## src/rtl/pong_state_uart_tx.sv

```systemverilog
// Snapshots the game state on each frame tick and streams it to the peer board
// as a 9-byte 8N1 UART packet: sync, ball x/y, paddle y, scores, XOR checksum.
module pong_state_uart_tx #(
    parameter int unsigned CLK_DIV   = 564,
    parameter logic [7:0]  SYNC_BYTE = 8'hA5
) (
    input  logic        clk,
    input  logic        rst_n,
    input  logic        en,
    input  logic        timing_tick,
    input  logic [10:0] x_ball,
    input  logic [9:0]  y_ball,
    input  logic [9:0]  y_player,
    input  logic [3:0]  player1_score,
    input  logic [3:0]  player2_score,
    output logic        tx,
    output logic        busy,
    output logic        pkt_done,
    output logic [7:0]  drop_cnt
);

    localparam logic [11:0] BaudLast = 12'(CLK_DIV - 1);

    typedef enum logic [2:0] {
        StIdle,
        StStart,
        StData,
        StStop,
        StDone
    } state_e;

    state_e      state_q, state_d;
    logic [11:0] baud_q, baud_d;
    logic [2:0]  bit_q, bit_d;
    logic [3:0]  byte_q, byte_d;
    logic [7:0]  drop_q, drop_d;
    logic        tx_q, tx_d;
    logic        snap_en;
    logic        baud_tc;

    logic [10:0] x_q;
    logic [9:0]  yb_q;
    logic [9:0]  yp_q;
    logic [3:0]  p1_q;
    logic [3:0]  p2_q;

    logic [7:0]  pkt_byte [9];
    logic [7:0]  checksum;
    logic [7:0]  next_byte;

    always_ff @(posedge clk or negedge rst_n) begin
        if (!rst_n) begin
            x_q  <= '0;
            yb_q <= '0;
            yp_q <= '0;
            p1_q <= '0;
            p2_q <= '0;
        end else if (snap_en) begin
            x_q  <= x_ball;
            yb_q <= y_ball;
            yp_q <= y_player;
            p1_q <= player1_score;
            p2_q <= player2_score;
        end
    end

    // The snapshot is frozen for the whole packet, so the checksum can stay combinational.
    always_comb begin
        pkt_byte[0] = SYNC_BYTE;
        pkt_byte[1] = {5'b0, x_q[10:8]};
        pkt_byte[2] = x_q[7:0];
        pkt_byte[3] = {6'b0, yb_q[9:8]};
        pkt_byte[4] = yb_q[7:0];
        pkt_byte[5] = {6'b0, yp_q[9:8]};
        pkt_byte[6] = yp_q[7:0];
        pkt_byte[7] = {p1_q, p2_q};
        checksum    = pkt_byte[1] ^ pkt_byte[2] ^ pkt_byte[3] ^ pkt_byte[4]
                    ^ pkt_byte[5] ^ pkt_byte[6] ^ pkt_byte[7];
        pkt_byte[8] = checksum;
    end

    assign baud_tc = (baud_q == BaudLast);

    always_comb begin
        state_d = state_q;
        baud_d  = baud_q;
        bit_d   = bit_q;
        byte_d  = byte_q;
        snap_en = 1'b0;
        unique case (state_q)
            StIdle: begin
                if (timing_tick && en) begin
                    snap_en = 1'b1;
                    state_d = StStart;
                    baud_d  = '0;
                    bit_d   = '0;
                    byte_d  = '0;
                end
            end
            StStart: begin
                baud_d = baud_tc ? 12'd0 : baud_q + 12'd1;
                if (baud_tc) begin
                    state_d = StData;
                    bit_d   = '0;
                end
            end
            StData: begin
                baud_d = baud_tc ? 12'd0 : baud_q + 12'd1;
                if (baud_tc) begin
                    if (bit_q == 3'd7) begin
                        state_d = StStop;
                    end else begin
                        bit_d = bit_q + 3'd1;
                    end
                end
            end
            StStop: begin
                baud_d = baud_tc ? 12'd0 : baud_q + 12'd1;
                if (baud_tc) begin
                    if (byte_q == 4'd8) begin
                        state_d = StDone;
                    end else begin
                        byte_d  = byte_q + 4'd1;
                        state_d = StStart;
                    end
                end
            end
            StDone: begin
                state_d = StIdle;
                byte_d  = '0;
                bit_d   = '0;
                baud_d  = '0;
            end
            default: state_d = StIdle;
        endcase
    end

    // Ticks arriving in any non-idle state, DONE included, are dropped and counted.
    always_comb begin
        drop_d = drop_q;
        if (timing_tick && (state_q != StIdle) && (drop_q != 8'hFF)) begin
            drop_d = drop_q + 8'd1;
        end
    end

    // tx is registered from the next state so the pin never sees mux glitches.
    always_comb begin
        next_byte = (byte_d <= 4'd8) ? pkt_byte[byte_d] : 8'hFF;
        tx_d      = 1'b1;
        case (state_d)
            StStart: tx_d = 1'b0;
            StData:  tx_d = next_byte[bit_d];
            default: tx_d = 1'b1;
        endcase
    end

    always_ff @(posedge clk or negedge rst_n) begin
        if (!rst_n) begin
            state_q <= StIdle;
            baud_q  <= '0;
            bit_q   <= '0;
            byte_q  <= '0;
            drop_q  <= '0;
            tx_q    <= 1'b1;
        end else begin
            state_q <= state_d;
            baud_q  <= baud_d;
            bit_q   <= bit_d;
            byte_q  <= byte_d;
            drop_q  <= drop_d;
            tx_q    <= tx_d;
        end
    end

    assign tx       = tx_q;
    assign busy     = (state_q == StStart) || (state_q == StData) || (state_q == StStop);
    assign pkt_done = (state_q == StDone);
    assign drop_cnt = drop_q;

endmodule
```

## config.mk

```make
export PLATFORM = sky130hd
export DESIGN_NAME = pong_state_uart_tx
export DESIGN_NICKNAME = d
export VERILOG_FILES = /design/src/rtl/pong_state_uart_tx.sv
export SDC_FILE = /design/constraint.sdc
export NUM_CORES = 1
export LEC_CHECK = 0
export ABC_AREA = 0
export CAP_MARGIN = 10
export CORE_ASPECT_RATIO = 1.75
export CORE_MARGIN = 4
export CORE_UTILIZATION = 45
export CTS_BUF_LIST = sky130_fd_sc_hd__clkbuf_4 sky130_fd_sc_hd__clkbuf_8
export CTS_CLUSTER_DIAMETER = 50
export DETAILED_ROUTE_END_ITERATION = 12
export DONT_BUFFER_PORTS = 1
export HOLD_SLACK_MARGIN = 0.12
export PLACE_DENSITY = 0.57
export SYNTH_ARGS = -nofsm -noshare
export SYNTH_HDL_FRONTEND = slang
export SYNTH_SLANG_ARGS = --single-unit
```

## constraint.sdc

```tcl
create_clock -name clk -period 3.8 [get_ports clk]
set_clock_uncertainty 0.2 [all_clocks]
set_input_delay 0.38 -clock clk [delete_from_list [all_inputs] [get_ports clk]]
set_output_delay 0.38 -clock clk [all_outputs]
set_load 0.05 [all_outputs]
```

======== Word-level counts from Yosys, hierarchy flattened ========
Index checks and enable logic that the tools add are counted.
word-level totals
  bits in registers ....................... 70
  bits of input ports ..................... 43
  output and inout bits ................... 11
  logic and storage cells ................. 74
operators by class
  add/subtract/negate cells ............... 4
  order comparisons ....................... 3
  eq/ne operators ......................... 11
  mux-type cells .......................... 28
  bitwise gates (word level) .............. 7
  reductions and logical operators ........ 10
operators by type and width
  operator                                                           number
  12-bit case mux with 3 select lines                                1
  8-bit binary-select mux with 4-bit select                          1
  3-bit 2-to-1 mux                                                   10
  12-bit 2-to-1 mux                                                  2
  8-bit 2-to-1 mux                                                   3
  3-bit case mux with 4 select lines                                 2
  8-bit XOR                                                          3
  8-bit by 2-bit XOR with 8-bit output                               2
  12-bit by 1-bit adder with 12-bit output, second input constant    1
  12-bit by 10-bit == test with 1-bit output, second input constant  1
  4-bit 2-to-1 mux                                                   3
  4-bit case mux with 3 select lines                                 1
  3-bit by 2-bit == test with 1-bit output, second input constant    3
  8-bit by 1-bit adder with 8-bit output, second input constant      1
  8-bit != test, second input constant                               1
  3-bit by 8-bit XOR with 8-bit output                               1
  3-bit by 1-bit == test with 1-bit output, second input constant    2
  3-bit == test, second input constant                               2
  3-bit nonzero test                                                 2
  5-bit greater-or-equal comparator, second input constant           1
  4-bit NOT with 5-bit output                                        1
  4-bit by 1-bit adder with 4-bit output, second input constant      1
  4-bit == test, second input constant                               1
  4-bit <= comparator, second input constant                         1
  11 further kinds                                                   16

======== Depth between registers and ports, before layout ========
Gate-level depths: netlist of run 1.
  word-level depth ........................ 13
  mapped depth ............................ 15
  gate-level depth less buffers ........... 12

======== Least setup slack after synthesis of run 1 ========
No wires, ideal clock.
  kind .................................... register to register
  start point ............................. register baud_q[0]
  end point ............................... register tx_q (netlist: tx)
  library setup time ...................... 0.081 ns
  arrival ................................. 2.625 ns
  path slack .............................. 0.894 ns
  stages on the path, launching flop included .. 12
  path buffers ............................ 0
  period minus slack after synthesis ...... 2.906 ns
  cells stage by stage .................... dfrtp_1 > ha_1 > nor4b_4 > nand4_2 > mux2i_4 > inv_2 > or3_1 > a2111oi_2 > a41o_1 > a311o_1 > a31oi_1 > a211oi_2
on the way
  longest elaborated chain between the ends .. 11
  elaborated cells between the ends (all ways) .. 21
  those cells by class .................... order compare (1); eq/ne (3); mux (16); bitwise (1)
ends and longest elaborated chain
  what                                                  line  source
  start: declaration                                    33    logic [11:0] baud_q, baud_d;
  start signal: assignment                              167   baud_q <= baud_d;
  12-bit by 10-bit == test with 1-bit output *          82    assign baud_tc = (baud_q == BaudLast);
  4-bit 2-to-1 mux                                      119   if (baud_tc) begin
  4-bit case mux with 3 select lines                    90    unique case (state_q)
  4-bit NOT with 5-bit output (implied by the code)     148   next_byte = (byte_d <= 4'd8) ? pkt_byte[byte_d] : 8'hFF;
  8-bit binary-select mux with 4-bit select             148
  8-bit 2-to-1 mux (implied by the code) (2 in series)  148
  8-bit 2-to-1 mux                                      148
  1-bit binary-select mux with 3-bit select             152   StData: tx_d = next_byte[bit_d];
  1-bit 2-to-1 mux (implied by the code)                152
  1-bit case mux with 2 select lines *                  150   case (state_d)
  via tx_d                                              37    logic tx_q, tx_d;
  end signal: assignment                                171   tx_q <= tx_d;
  end: declaration                                      37
The timed path passes the listed nets; every way through them passes the cells marked *. The select of a mux whose other input is x is not followed.
A chain may end at the register's enable or synchronous reset.

======== Final worst setup path of run 1 ========
Ends and elaborated chain as after synthesis.

==> results.toml, run 1 <==
[placed_design]
post-dp-hpwl_mm = 7.07
gp_congestion = 0.908
place_area_mm2 = 0.00416
portBuffers = 0

[global_route]
grt.met3_usage_pct = 3.45
grt_util_all_layers_pct = 19.5
grt_use_met2_pct = 36.4
grt_pass1_wl_mm = 16.1
antenna_found_initial = 0
grt_pass1_vias = 3400
grt_start_max_net_pins = 71
globalRouteOverflowTotal = 0
grt-busiest-layer = "met2"
grt_use_met1_pct = 19.4

[detailed_routing]
drtAntennaViolNets = 0
viasPerCell = 5.59
drtIter0Drc = 169
wirelength_mm = 9.66
drc = 0
via_count = 3160
firstDrtPassIters = 4
wl_per_cell_um = 17.1

[clock_network]
cts_num_sinks = 70
clkLatencyLatePin_ps = 350
clock_path_buffers = 2
h-tree-depth = 3
cts_resized = 0
post-cts-setup-buffer-count = 0
cts-root-buf = "clkbuf_8"
cts-buffers-inserted = 9
path_clk_slew_ps = 80
hold_buffers = 42
cts_tree = "yes"

[yosys]
syn_inst = 400
synth_top_area_cell = "dfrtp_1"
ys_seq_area_share_pct = 43.5
ys_ff_latch = 70
synth_top_area_share_pct = 42.9
yosys-top-cells-area = "dfrtp_1, mux2_2, xnor2_1"
synth-async-reset-ratio_pct = 100
synth_common_cells = "dfrtp_1, mux2_2, nand2_1"
synth_edf_count = 0
synth_nets = 448
synthesis.area_mm2 = 0.00403
ys_warn_count = 0
synth_ff_type = "dfrtp_1"
synth_most_common_cell = "dfrtp_1"
synth.distinct_cells = 61
syn_area_per_cell_um2 = 10.1

[sta]
max-slew-margin-rel_pct = 38.2
fmax_mhz = 293
finalCritPeriodShare_pct = 89.7
tightest_slew_ps = 924
fin_hold_ws_ps = 326
setup_viol = 0
hold_viol_final = 0
tns_ps = 0
rsz0062_at_grt = "no"
maxSlewViolCount = 0
post-route-min-period_ps = 3410

[floorplan]
die_y_um = 133
row_count = 45
initial_utilization_pct = 46.2
die_x_um = 79.5
core-area_mm2 = 0.00873
die-area_mm2 = 0.0106
ioPinCount = 54

[setup_path]
critPathCaptureType = "flop"
arrival_ps = 3480
path_max_fanout = 7
critical_path_class = "flop to flop"
cp-start-kind = "flop"
required_ps = 3870

[finish]
syn_to_final_growth_pct = 18.9
final_nets = 491
diodes = 0
stdcell_area_mm2 = 0.00479
drive_gt1_share_pct = 17.4

[power_and_ir_drop]
ir_drop_uv = 284
cellLeakagePower_nw = 2.06
power_density_mw_per_mm2 = 363

[outcome]
status = "completed"

[worst_hold_path]
hold_path.class = "primary input to asynchronous set/reset pin"

[flow_run]
drv_cap = 0
==> logic make-up after synthesis <==
group,count (synthesis),synth area share [%]
AND/OR/NAND/NOR,122,15.8
AO/OA/AOI/OAI,87,14.5
flip-flops,70,43.5
multiplexers,45,12.7
XOR/XNOR,41,8.91
buffers and inverters,30,3.07
adder cells (fa/ha/maj),5,1.55
==> metal layers <==
layer	share of wire (%)	vias to the layer above
met5	0	-
met4	3.7	0
met3	2.8	30
met2	57	80
met1	36	1512
li1	-	1538
==> final cells by class <==
class	instances	area, um2
tap	117	146
inverter	13	48.8
sequential	70	1750
fill	762	3940
multi-input combinational	300	2160
clock inverter	6	62.6
clock buffer	10	131
timing repair buffer	49	490
==> placed cells by master, fill, tap and decap left out, types with 3 or more instances in the layout <==
master         count
o21ai_0           29
a21o_1             4
buf_4              7
and3_1            10
o221ai_1           3
o211ai_1           3
a211oi_1           3
inv_2              4
dlygate4sd3_1     41
ha_1               5
nand3_1           19
a31oi_1            5
o311ai_0           3
dfrtp_1           69
clkbuf_8           9
xor2_1             9
mux2_2            39
nand3b_1           3
a21oi_1           14
xnor2_1           32
nor4_1             3
clkinvlp_4         3
nand4_1            6
nor3_1             6
nor2_1            20
a311oi_1           3
inv_1              9
mux2i_1            5
nand2_1           38
==> metrics by stage <==
stage               power (W)  utilization [%]  worst slack, ps  std cells
finish                0.00174             54.9              392        565
global route          0.00181             54.9             69.5        565
CTS                   0.00176             54.9              380        565
detailed placement    0.00111             47.6              404        507
global placement      0.00110             47.6              523        507
floorplan             0.00107                -              894        400
==> worst max-delay path, stage by stage, from the launching register on <==
cell and delay [ps]:
dfrtp_1 410, ha_1 260, nor4b_4 370, nand4_2 240, mux2i_4 310, o21ai_1 270, nor3_1 530, a21oi_1 130
a211oi_1 290, a211oi_1 80, a211oi_2 230
==> worst paths after layout <==
kind	cells after the start	from	slack (ps)	end
setup reg to reg	10	baud_q[0]	390	tx
hold reg to reg	1	baud_q[5]	340	baud_q[5]
min in group clk	4	en	330	state_q[0]
max in group asynchronous	2	rst_n	2710	tx
hold / removal	2	rst_n	330	drop_cnt[5]
setup / recovery	10	baud_q[0]	390	tx
==> power breakdown <==
part,total (W),internal [W],switching (W)
registers,0.000969,0.000791,0.000178
clock network,0.000599,0.000308,0.000291
logic,0.000168,0.0000985,0.0000697
==> state kept, by name, summed over array words and instances (netlist names) <==
register  count
baud_q       12
x_q          11
yb_q         10
yp_q         10
drop_cnt      8
byte_q        4
p1_q          4
p2_q          4
bit_q         3
state_q       3
tx            1
(Power assumes the default switching activity.)
==> run 2, diff against run 1 <==
Settings changed: CORE_UTILIZATION 45 to 35, PLACE_DENSITY 0.57 to 0.46.
==> run 2 against run 1 <==
Via count barely moved. Flip-flop and latch count did not move. Final area rose by 1.9%. Critical path type unchanged. Highest routed layer unchanged.
==> results.toml, run 2 (synthesized netlist as in run 1, its figures left out) <==
[floorplan]
die_x_um = 89.1
die-area_mm2 = 0.0134
initial_utilization_pct = 35.9
die_y_um = 150
core-area_mm2 = 0.0112
row_count = 51
ioPinCount = 54

[finish]
largest-register = "baud_q"
layout_commonest_cell = "dfrtp_1"
final_nets = 490
syn_to_final_growth_pct = 21.1
top_regs = "baud_q (12), x_q (11)"
drive_gt1_share_pct = 17.4
stdcell_area_mm2 = 0.00488
largest_register_ff_count = 12
diodes = 0
final_cell_mix = "dfrtp_1, dlygate4sd3_1, mux2_2"

[sta]
tightest_slew_ps = 933
setup_viol = 0
maxSlewViolCount = 0
finalCritPeriodShare_pct = 92.2
rsz0062_at_grt = "no"
post-route-min-period_ps = 3500
hold_viol_final = 0
max-slew-margin-rel_pct = 37.6
fmax_mhz = 285
fin_hold_ws_ps = 134
tns_ps = 0

[detailed_routing]
viasPerCell = 5.45
drtIter0Drc = 124
firstDrtPassIters = 4
wirelength_mm = 9.97
drc = 0
drtAntennaViolNets = 0
via_count = 3157
wl_per_cell_um = 17.2

[global_route]
grt_pass1_vias = 3333
grt_util_all_layers_pct = 16.0
antenna_found_initial = 0
grt_start_max_net_pins = 71
globalRouteOverflowTotal = 0
grt_pass1_wl_mm = 16.5

[power_and_ir_drop]
total_power_w = 0.00196
power_density_mw_per_mm2 = 403
ir_drop_uv = 266
cellLeakagePower_nw = 2.10

[flow_run]
drv_cap = 0

[placed_design]
post-dp-hpwl_mm = 7.34
place_area_mm2 = 0.00418
portBuffers = 0
gp_congestion = 0.845

[clock_network]
cts_resized = 0
clock_path_buffers = 2
cts-root-buf = "clkbuf_8"
cts_num_sinks = 70
hold_buffers = 41
h-tree-depth = 3
post-cts-setup-buffer-count = 0
path_clk_slew_ps = 80
clkLatencyLatePin_ps = 360
cts-buffers-inserted = 9
cts_tree = "yes"

[worst_hold_path]
hold_path.class = "primary input to flop"
whs_path_depth = 2

[setup_path]
path_max_fanout = 16
arrival_ps = 3580
required_ps = 3880
critPathMaxStageDelay_ps = 490
cp-start-kind = "flop"
r2r.worst_path.cells = 10
critical_path_class = "flop to flop"
crit_slowest_cell = "o311ai_0"
path_cells = "ha_1, nor4b_4, nand4_2, o21ai_1, nand2_2, inv_2, a311oi_1, o311ai_0, a31oi_1, a211oi_2"
critPathCaptureType = "flop"

[outcome]
status = "completed"
run 2: changes by cell type in the layout (fill, tap and decap cells not counted), sizes merged:
cell         previous run  this run
bufinv                  1         4
dlygate4sd3            41        40
inv                    13        14
clkinv                  2         0
clkbuf                 10        11
clkinvlp                3         0
run 2: area by class of cell:
cell class,instances,area [um2]
clock buffers,11,145
clock inverters,5,129
fillers,1111,6350
inverters,13,48.8
multi-input cells,300,2160
flip-flops and latches,70,1750
well taps,132,165
repair buffers,48,480
run 2: final timing paths:
| path | startpoint | end | slack, ps |
|---|---|---|---|
| max | baud_q[0] | tx | 300 |
| min | timing_tick | drop_cnt[0] | 130 |
| max reg2reg | baud_q[0] | tx | 300 |
| min reg2reg | baud_q[5] | baud_q[5] | 340 |
| max in group asynchronous | rst_n | tx | 2710 |
| min in group asynchronous | rst_n | drop_cnt[5] | 350 |
run 2: metal layers:
metal  up-vias  global-route usage [%]  share of wire (%)
met3         9                    3.20                3.7
met4         0                    5.59                1.5
met2        58                    29.3                 57
met1      1557                    17.7                 37
li1       1533                       -                  -
met5         -                       0                  0
run 2: worst max-delay path: cells and delay by family, from the launching register on:
kind	cells	cell delay (ps)
flops	1	400
buf+inv	1	300
compound gates	5	1400
fa+ha+maj	1	260
simple gates	3	860
run 2: per-stage QoR:
stage	cells	util, %	setup slack, ps
detailed placement	522	37.2	324
finish	579	43.4	297
floorplan	400	-	894
global route	579	43.4	24.1
CTS	579	43.4	316
global placement	522	37.2	435
run 2: power breakdown:
part	internal (W)	switching [W]	total, W
combinational	0.0000987	0.0000694	0.000168
sequential	0.000791	0.000177	0.000968
clock	0.000530	0.000298	0.000828
total	0.00142	0.000544	0.00196
